## src/rtl/otter_fetch_queue_pkg.sv

```systemverilog
// Shared CPU types for the pipelined OTTER: fetch-queue entry layout and depth limit.
package cpu_types;

  localparam int FQ_MAX_DEPTH = 64;
  localparam int CPU_XLEN     = 32;

  typedef struct packed {
    logic [CPU_XLEN-1:0] pc;
    logic [CPU_XLEN-1:0] ir;
  } fetch_entry_t;

endpackage

```

## src/rtl/otter_fetch_queue_if.sv

```systemverilog
// Fetch/decode handshake bundle around the fetch queue; master = pipeline side, slave = queue.
// Handshake: a transfer happens on a rising edge where VALID and READY are both high;
// VALID never waits on READY, and READY on the fetch side never depends on decode READY.
interface otter_fetch_queue_if #(
  parameter int XLEN = 32
);
  logic            IF_VALID;
  logic [XLEN-1:0] IF_PC;
  logic [XLEN-1:0] IF_IR;
  logic            IF_READY;
  logic            ID_VALID;
  logic [XLEN-1:0] ID_PC;
  logic [XLEN-1:0] ID_IR;
  logic            ID_READY;
  logic            FLUSH;

  modport master (
    output IF_VALID, IF_PC, IF_IR, ID_READY, FLUSH,
    input  IF_READY, ID_VALID, ID_PC, ID_IR
  );

  modport slave (
    input  IF_VALID, IF_PC, IF_IR, ID_READY, FLUSH,
    output IF_READY, ID_VALID, ID_PC, ID_IR
  );
endinterface

```

## src/rtl/otter_fetch_queue_ptr_ctr.sv

```systemverilog
// Wrapping pointer counter for the fetch queue; clr wins over inc.
module fq_ptr_ctr #(
  parameter int W = 2
) (
  input  logic         clk_i,
  input  logic         rst_ni,
  input  logic         inc_i,
  input  logic         clr_i,
  output logic [W-1:0] ptr_o
);
  logic [W-1:0] ptr_q, ptr_d;

  always_comb begin
    ptr_d = ptr_q;
    if (clr_i)      ptr_d = '0;
    else if (inc_i) ptr_d = ptr_q + W'(1);
  end

  always_ff @(posedge clk_i or negedge rst_ni) begin
    if (!rst_ni) ptr_q <= '0;
    else         ptr_q <= ptr_d;
  end

  assign ptr_o = ptr_q;
endmodule

```

## src/rtl/otter_fetch_queue.sv

```systemverilog
// IF/ID instruction-fetch queue with single-cycle flush.
// Optional same-cycle IF->ID bypass when empty: define OTTER_FQ_BYPASS_EN.
module otter_fetch_queue
  import cpu_types::*;
#(
  parameter int DEPTH = 4,
  parameter int XLEN  = 32
) (
  input  logic                       CLK,
  input  logic                       RESET_N,
  otter_fetch_queue_if.slave         fq,
  output logic [$clog2(DEPTH+1)-1:0] COUNT,
  output logic                       OVF_STICKY
);
  localparam int PW = $clog2(DEPTH);
  localparam int CW = $clog2(DEPTH+1);

  if (DEPTH < 2 || DEPTH > FQ_MAX_DEPTH || (DEPTH & (DEPTH - 1)) != 0) begin : g_bad_depth
    $error("otter_fetch_queue: DEPTH must be a power of two in 2..%0d", FQ_MAX_DEPTH);
  end
  if (XLEN != CPU_XLEN) begin : g_bad_xlen
    $error("otter_fetch_queue: XLEN must match cpu_types::CPU_XLEN");
  end

  fetch_entry_t  mem_q [DEPTH];
  logic [PW-1:0] wr_ptr, rd_ptr;
  logic [CW-1:0] count_q, count_d;
  logic          ovf_q;
  logic          full, empty, push, pop, byp, wr_en, rd_en;

  assign full  = (count_q == CW'(DEPTH));
  assign empty = (count_q == '0);

`ifdef OTTER_FQ_BYPASS_EN
  assign byp = empty & fq.IF_VALID & ~fq.FLUSH & RESET_N;
`else
  assign byp = 1'b0;
`endif

  assign fq.IF_READY = ~full & ~fq.FLUSH & RESET_N;
  assign fq.ID_VALID = (~empty & ~fq.FLUSH) | byp;
  assign fq.ID_PC    = byp ? fq.IF_PC : mem_q[rd_ptr].pc;
  assign fq.ID_IR    = byp ? fq.IF_IR : mem_q[rd_ptr].ir;

  assign push  = fq.IF_VALID & fq.IF_READY;
  assign pop   = fq.ID_VALID & fq.ID_READY;
  // A bypassed entry consumed in the same cycle never touches storage.
  assign wr_en = push & ~(byp & fq.ID_READY);
  assign rd_en = pop & ~byp;

  always_comb begin
    count_d = count_q;
    if (fq.FLUSH)            count_d = '0;
    else if (wr_en && !rd_en) count_d = count_q + CW'(1);
    else if (!wr_en && rd_en) count_d = count_q - CW'(1);
  end

  fq_ptr_ctr #(.W(PW)) u_wr_ptr (
    .clk_i (CLK), .rst_ni(RESET_N), .inc_i(wr_en), .clr_i(fq.FLUSH), .ptr_o(wr_ptr)
  );

  fq_ptr_ctr #(.W(PW)) u_rd_ptr (
    .clk_i (CLK), .rst_ni(RESET_N), .inc_i(rd_en), .clr_i(fq.FLUSH), .ptr_o(rd_ptr)
  );

  // Storage survives FLUSH; only reset clears it.
  always_ff @(posedge CLK or negedge RESET_N) begin
    if (!RESET_N) begin
      for (int i = 0; i < DEPTH; i++) mem_q[i] <= '0;
    end else if (wr_en) begin
      mem_q[wr_ptr] <= '{pc: fq.IF_PC, ir: fq.IF_IR};
    end
  end

  always_ff @(posedge CLK or negedge RESET_N) begin
    if (!RESET_N) begin
      count_q <= '0;
      ovf_q   <= 1'b0;
    end else begin
      count_q <= count_d;
      if (fq.IF_VALID && full && !fq.FLUSH) ovf_q <= 1'b1;
    end
  end

  assign COUNT      = count_q;
  assign OVF_STICKY = ovf_q;
endmodule

```

## src/flat_wrapper.sv

```systemverilog
// flat-port wrapper written by rule: the top's interface ports become plain ports
module otter_fetch_queue_flat import cpu_types::*;
#(
  parameter int DEPTH = 4,
  parameter int XLEN  = 32
)
  (CLK, RESET_N, COUNT, OVF_STICKY, fq_IF_VALID, fq_IF_PC, fq_IF_IR, fq_ID_READY, fq_FLUSH, fq_IF_READY, fq_ID_VALID, fq_ID_PC, fq_ID_IR);
  otter_fetch_queue_if #(.XLEN(XLEN)) fq_i ();
  input  logic CLK;
  input  logic RESET_N;
  output logic [$clog2(DEPTH+1)-1:0] COUNT;
  output logic OVF_STICKY;
  input wire logic [$bits(fq_i.IF_VALID)-1:0] fq_IF_VALID;
  input wire logic [$bits(fq_i.IF_PC)-1:0] fq_IF_PC;
  input wire logic [$bits(fq_i.IF_IR)-1:0] fq_IF_IR;
  input wire logic [$bits(fq_i.ID_READY)-1:0] fq_ID_READY;
  input wire logic [$bits(fq_i.FLUSH)-1:0] fq_FLUSH;
  output wire logic [$bits(fq_i.IF_READY)-1:0] fq_IF_READY;
  output wire logic [$bits(fq_i.ID_VALID)-1:0] fq_ID_VALID;
  output wire logic [$bits(fq_i.ID_PC)-1:0] fq_ID_PC;
  output wire logic [$bits(fq_i.ID_IR)-1:0] fq_ID_IR;
  assign fq_i.IF_VALID = fq_IF_VALID;
  assign fq_i.IF_PC = fq_IF_PC;
  assign fq_i.IF_IR = fq_IF_IR;
  assign fq_i.ID_READY = fq_ID_READY;
  assign fq_i.FLUSH = fq_FLUSH;
  assign fq_IF_READY = fq_i.IF_READY;
  assign fq_ID_VALID = fq_i.ID_VALID;
  assign fq_ID_PC = fq_i.ID_PC;
  assign fq_ID_IR = fq_i.ID_IR;
  otter_fetch_queue #(.DEPTH(DEPTH), .XLEN(XLEN)) u_core (.CLK(CLK), .RESET_N(RESET_N), .fq(fq_i), .COUNT(COUNT), .OVF_STICKY(OVF_STICKY));
endmodule
```

## config.mk

```make
export PLATFORM = sky130hd
export DESIGN_NAME = otter_fetch_queue_flat
export DESIGN_NICKNAME = d
export VERILOG_FILES = /design/src/rtl/otter_fetch_queue_pkg.sv /design/src/rtl/otter_fetch_queue_if.sv /design/src/rtl/otter_fetch_queue_ptr_ctr.sv /design/src/rtl/otter_fetch_queue.sv /design/src/flat_wrapper.sv
export SDC_FILE = /design/constraint.sdc
export NUM_CORES = 1
export LEC_CHECK = 0
export CORE_MARGIN = 1
export CORE_UTILIZATION = 57
export DETAILED_ROUTE_END_ITERATION = 10
export GPL_TIMING_DRIVEN = 0
export MAX_ROUTING_LAYER = met4
export PLACE_DENSITY = 0.81
export SLEW_MARGIN = 20
export SYNTH_ARGS = -nofsm -noshare
export SYNTH_HDL_FRONTEND = slang
export SYNTH_SLANG_ARGS = --single-unit
export TNS_END_PERCENT = 20
```

## constraint.sdc

```tcl
create_clock -name CLK -period 3.1 [get_ports CLK]
set_clock_uncertainty 0.2 [all_clocks]
set_input_delay 0.775 -clock CLK [delete_from_list [all_inputs] [get_ports CLK]]
set_output_delay 0.775 -clock CLK [all_outputs]
set_load 0.05 [all_outputs]
```

; Yosys cells after proc, flatten, opt, wreduce, memory -nomap -nowiden
; Cells that the tools add are included.
[totals]
ff_bits = 264
latchBits = 0
ramBits = 0
rom_bits = 0
output_inout_bits = 70
word_cells = 55
memories = 0
[op_classes]
n_addsub = 4
multipliers = 0
div_mod_pow = 0
n_lt_le_gt_ge = 3
n_eq_ne = 1
shift = 0
muxes = 13
bitwise_logic = 10
reduce_logical = 12
[op_table]
columns = op, count
row1 = 256-bit bitwise mux, 1
row2 = 64-bit 2-to-1 mux, 3
row3 = 64-bit binary-select mux with 2-bit select, 1
row4 = 64-bit demux with 2-bit select, 1
row5 = 3-bit 2-to-1 mux, 3
row6 = 2-bit 2-to-1 mux, 4
row7 = 3-bit >= comparator (second input constant), 2
row8 = 2-bit NOT with 3-bit output, 2
row9 = 1-bit bitwise AND, 5
row10 = 1-bit logical AND, 5
row11 = 2-bit by 1-bit adder with 2-bit output (second input constant), 2
row12 = 2-bit nonzero test, 2
row13 = 3-bit by 1-bit adder with 3-bit output (second input constant), 1
row14 = 3-bit == test (second input constant), 1
row15 = 1-bit logical NOT, 3
row16 = 3-bit logical NOT, 1
row17 = 3-bit by 1-bit less-than comparator with 1-bit output (second input constant), 1
row18 = 1-bit NOT, 3
row19 = 3-bit nonzero test, 1
row20 = 3-bit by 1-bit subtractor with 3-bit output (second input constant), 1

; Logic depth before layout (Yosys ltp)
[logic_depth]
ltp_word = 10
mapped_depth = 9

; Hierarchy
; From an unflattened synthesis, not the netlist that was laid out.
[unflattened]
hier_cells = 666
hier_area_um2 = 11494.8
[modules_own_cells]
columns = module, instances, cells_each, area_each_um2, seq_area_each_um2
row1 = otter_fetch_queue, 1, 652, 11317.1, 6506.2
row2 = fq_ptr_ctr, 2, 7, 88.8, 50.0

; Least setup slack after synthesis
; Ideal clock, no wire load.
[synth_timing]
kind = reg-to-reg
start = reg u_core.count_q[2], in the netlist u_core.COUNT[2]
end = reg u_core.count_q[2], in the netlist u_core.COUNT[2]
setup_time_ps = 156
arrival_time_ps = 2494
required_ps = 2744
slack_ps = 250
stages_incl_launch_ff = 9
n_path_buf = 1
period_less_slack_ps = 2850
cell_sequence = dfrtp_1 or3b_1 and4b_4 buf_12 and2_1 fa_1 or2_2 mux2i_1 a211oi_1
[synth_between]
elab_chain_cells = 8
[synth_lines]
columns = element, line_no
row1 = from (decl), otter_fetch_queue.sv:27  ; logic [CW-1:0] count_q, count_d;
row2 = from (signal assigned), otter_fetch_queue.sv:80  ; count_q <= count_d;
row3 = 3-bit == test or 3-bit logical NOT (tied branches), "otter_fetch_queue.sv:31, otter_fetch_queue.sv:32"
row4 = "1-bit NOT, on equally long branches", "otter_fetch_queue.sv:40, otter_fetch_queue.sv:41"
row5 = "1-bit bitwise AND, on equally long branches", "otter_fetch_queue.sv:40, otter_fetch_queue.sv:41"
row6 = "1-bit bitwise AND, on equally long branches", "otter_fetch_queue.sv:40, otter_fetch_queue.sv:46"
row7 = 1-bit bitwise AND or 1-bit logical NOT (tied branches), "otter_fetch_queue.sv:45, otter_fetch_queue.sv:54"
row8 = 1-bit logical AND or 1-bit logical NOT (tied branches), "otter_fetch_queue.sv:54, otter_fetch_queue.sv:55"
row9 = 3-bit 2-to-1 mux or 1-bit logical AND (tied branches), "otter_fetch_queue.sv:54, otter_fetch_queue.sv:55"
row10 = 3-bit 2-to-1 mux or 3-bit nonzero test (tied branches), -
; Parallel ways exist; a longest one is shown, timed or not. The select of a mux whose other input is x is not followed.
; A chain may end at the register's enable or synchronous reset.

; Worst setup path after layout
[layout_timing]
start = reg u_core.u_rd_ptr.ptr_q[0], in the netlist u_core.u_rd_ptr.ptr_o[0]
end = out fq_ID_PC[21]
[layout_between]
elab_chain_cells = 4
[layout_lines]
columns = element, line_no
row1 = from (decl), otter_fetch_queue_ptr_ctr.sv:11  ; logic [W-1:0] ptr_q, ptr_d;
row2 = from (signal assigned), otter_fetch_queue_ptr_ctr.sv:21  ; else ptr_q <= ptr_d;
row3 = 2-bit NOT with 3-bit output (not written as such), otter_fetch_queue.sv:42  ; assign fq.ID_PC = byp ? fq.IF_PC : mem_q[rd_ptr].pc;
row4 = 64-bit binary-select mux with 2-bit select, otter_fetch_queue.sv:42
row5 = 64-bit 2-to-1 mux (not written as such) (2 in a row), otter_fetch_queue.sv:42
row6 = to (decl), flat_wrapper.sv:20  ; output wire logic [$bits(fq_i.ID_PC)-1:0] fq_ID_PC;
; No other way between the ends. The select of a mux whose other input is x is not followed.

==> flow_metrics.py <==
metrics = {
    "timing": {
        "slew_viol_final": 0,
        "max_slew_margin": 0.5605,
        "hold_viol": 0,
        "max_freq_mhz": 315.5,
        "finalSetupViolations": 10,
        "fin_ws_ns": -0.06996,
        "worstMarginPinSlew_ns": 0.6592,
        "rsz0062_at_grt": "yes",
        "final.period_utilization": 1.023,
        "period_needed_ns": 3.170,
    },
    "detailed_routing": {
        "wl_microns": 26250,
        "wire_per_inst_microns": 22.87,
        "vias_per_cell": 5.824,
        "drc_errors": 0,
        "dr.pass1.iters": 4,
        "drt_iter0_markers": 316,
        "dr_total_vias": 6686,
        "ant_nets": 0,
    },
    "synthesis": {
        "synth_nets": 753,
        "synth_top_family_by_area": "multiplexers",
        "synth.area.top_cells": "dfrtp_1 (53%), mux2_4 (22%), mux4_2 (12%)",
        "synth_compound_area_frac": 0.005990,
        "ys_types": 38,
        "synth_flop_cell": "dfrtp_1",
        "seq_area_frac_synth": 0.5271,
        "synthCells": 679,
        "synth_mux_area_frac": 0.3997,
        "yosysTopAreaCell": "dfrtp_1",
        "synth_edf_count": 0,
        "synthXorXnorAreaFrac": 0.003494,
        "syn-cell-area_sq_um": 12530,
        "synth_top_cell_area_share": 0.5271,
        "synth_area_per_cell_sq_um": 18.46,
        "yosys.area_share.simple": 0.01537,
        "ys_async_sr_fraction": 1.000,
        "ys_seq_elements": 264,
        "synthAdderAreaFrac": 0.005590,
        "ys.warnings.count": 0,
    },
    "place": {
        "place_congestion": 0.8208,
        "io_buffers": 137,
        "place_ws_ns": -0.6747,
        "hpwl_microns": 17080,
        "post_dp_cell_area_sq_um": 14310,
    },
    "setup_path": {
        "crit_fanout": 10,
        "critPathSlowestCell": "mux4_2",
        "critical_path_arrival_ns": 2.19,
        "crit_type": "reg2out",
        "endpoint_kind": "output pin",
        "crit_path_cell_trace": "buf_4 > buf_12 > mux4_2 > dlygate4sd2_1",
        "ff2ff_path_depth": 8,
        "critPathLaunchType": "flip-flop",
        "startpoint": "u_core.u_rd_ptr.ptr_o[0]",
        "path_depth": 4,
        "timing.rr.start": "u_core.COUNT[1]",
        "r2r_end": "u_core.COUNT[2]",
        "crit_path_end": "fq_ID_PC[21]",
        "crit_family": "buffers and inverters",
        "rrSetupSlack_ns": 0.36,
        "slowest_delay_ns": 0.51,
        "path_buf_inv": 3,
        "critPathRequiredTime_ns": 2.12,
    },
    "global_route": {
        "grt_pass1_wl_microns": 42400,
        "grt_max_degree": 109,
        "grt_overflow": 0,
        "grt_pass1_vias": 7551,
        "grt_antenna_before_repair": 0,
        "track_usage": 0.2528,
    },
    "floorplanning": {
        "io_pins": 139,
        "start_util": 0.5888,
        "core-area_sq_um": 21290,
        "die_y_microns": 150.3,
        "die_area_sq_um": 22590,
        "rows": 53,
        "die_x_microns": 150.3,
    },
    "power_and_ir_drop": {
        "vdd_ir_drop_max_mv": 0.5275,
        "p_per_area_nw_per_um2": 810.8,
        "p_leak_nw": 7.539,
    },
    "final_layout": {
        "syn2layout_area_growth_pct": 23.43,
        "nNetsFinal": 925,
        "fillCellCount": 1261,
        "drive_gt1_frac": 0.5475,
        "fin_util": 0.7267,
        "antenna_cells": 0,
        "final_cell_area_sq_um": 15470,
    },
    "clocking": {
        "cts.clk_slew.worst_paths_ns": 0.06,
        "cts_buffers": 28,
        "htreeDepth": 1,
        "clockBufferDepth": 3,
        "clk_latency_ns": 0.53,
        "cts_root_buffer": "clkbuf_16",
        "cts_tree": "yes",
        "cts_sinks": 264,
    },
    "status": {
        "violations": "setup timing",
        "status": "complete, but fails checks",
    },
    "flow_run": {
        "maxCapViolCount": 0,
    },
    "hold_path": {
        "hold_path.class": "in2async",
    },
}
where the power goes:
| part | leakage (nW) | internal [W] | total [W] | switching, W |
|---|---|---|---|---|
| clock network | 0.507 | 0.00228 | 0.00363 | 0.00135 |
| logic | 3.57 | 0.00204 | 0.00441 | 0.00237 |
| registers | 3.46 | 0.00412 | 0.00450 | 0.000384 |
registers in the layout, indices dropped and copies added, names as in the netlist:
signal / count
u_core.OVF_STICKY: 1
u_core.COUNT: 3
u_core.u_wr_ptr.ptr_o: 2
u_core.mem_q: 256
u_core.u_rd_ptr.ptr_o: 2
layer usage:
layer	global-route usage	part of all wire	vias to the layer above	wire (microns)
met5	-	0	-	0
met3	0.04485	0.046	42	1200
met4	0.05253	0.019	0	492
li1	-	-	2881	-
met1	0.3427	0.44	3597	11590
met2	0.4035	0.49	166	12970
what timing repair did:
item	CTS	global route
pin swaps	0	0
hold endpoints to repair	59	0
resized for setup	354	33
buffers inserted	1	0
hold buffers	2	0
endpoints found under the setup margin	66	62
worst register-to-register path: stages, from the launching register on:
cell and delay [ns]:
dfrtp_1 0.46, or3b_1 0.46, and4b_4 0.25, buf_12 0.16, and2_1 0.15, fa_1 0.41
or2_2 0.29, mux2i_1 0.15, a211oi_1 0.09
cell usage after synthesis, types with 2 or more instances:
cell and instances:
buf_2 5, inv_1 5, nand2_1 4, a211oi_1 2, xor2_1 4, buf_1 5, mux2_2 76, a21oi_1 2
or2_2 2, buf_12 19, nand2b_1 2, ha_1 4, mux4_2 64, nand2_8 3, mux2_4 180, nor2_1 7
clkbuf_1 6, buf_6 5, o21ai_0 2, dfrtp_1 264
worst min path at each step:
stage,startpoint,endpoint,slack [ns]
3_5_place_dp,u_core.OVF_STICKY,u_core.OVF_STICKY,0.28
5_1_grt,RESET_N,u_core.mem_q[18],0.03
4_1_cts,RESET_N,u_core.mem_q[18],0.02
2_1_floorplan,u_core.mem_q[127],u_core.mem_q[127],0.27
6_report,RESET_N,u_core.mem_q[18],0.03
3_3_place_gp,u_core.OVF_STICKY,u_core.OVF_STICKY,0.26
kinds of logic after synthesis:
| kind of cell | after synthesis |
|---|---|
| muxes | 321 |
| adders and majority gates | 5 |
| buffers and inverters | 46 |
| AOI/OAI and AO/OA | 11 |
| DFF | 264 |
| and+or+nand+nor | 27 |
| xor gates and xnor gates | 5 |
area by class of cell:
type / count / area, sq um / area share
buffer: 41 / 624.3 / 0.04036
clock inverter: 9 / 151.4 / 0.009786
clock buffer: 43 / 878.3 / 0.05678
tap: 275 / 344.1 / 0.02224
sequential: 264 / 6606 / 0.4270
timing repair buffer: 142 / 1455 / 0.09406
inverter: 5 / 18.77 / 0.001213
multi-input combinational: 369 / 5391 / 0.3485
cell usage in the layout, fill, tap and decap left out, types with 5 or more instances in the layout:
| cell | count |
|---|---|
| clkbuf_16 | 29 |
| clkbuf_1 | 6 |
| clkbuf_2 | 14 |
| buf_2 | 5 |
| clkdlybuf4s50_1 | 70 |
| clkbuf_8 | 11 |
| mux2_2 | 76 |
| mux4_2 | 64 |
| nor2_1 | 7 |
| mux2_4 | 180 |
| buf_12 | 25 |
| dlygate4sd2_1 | 8 |
| inv_1 | 5 |
| buf_6 | 44 |
| dfrtp_1 | 264 |
through the flow:
stage | setup TNS [ns] | std cells | total power [W] | hold WS, ns
2_1_floorplan | 0 | 679 | 0.007593 | 0.2738
3_3_place_gp | -4770.81 | 1091 | 0.008737 | 0.2639
6_report | -0.3473 | 1148 | 0.01254 | 0.02636
3_5_place_dp | -71.58 | 1093 | 0.008899 | 0.2791
4_1_cts | -1.736 | 1148 | 0.01263 | 0.01831
5_1_grt | -2.897 | 1148 | 0.01304 | 0.02525
No activity file was read; power rests on OpenSTA's default activity.
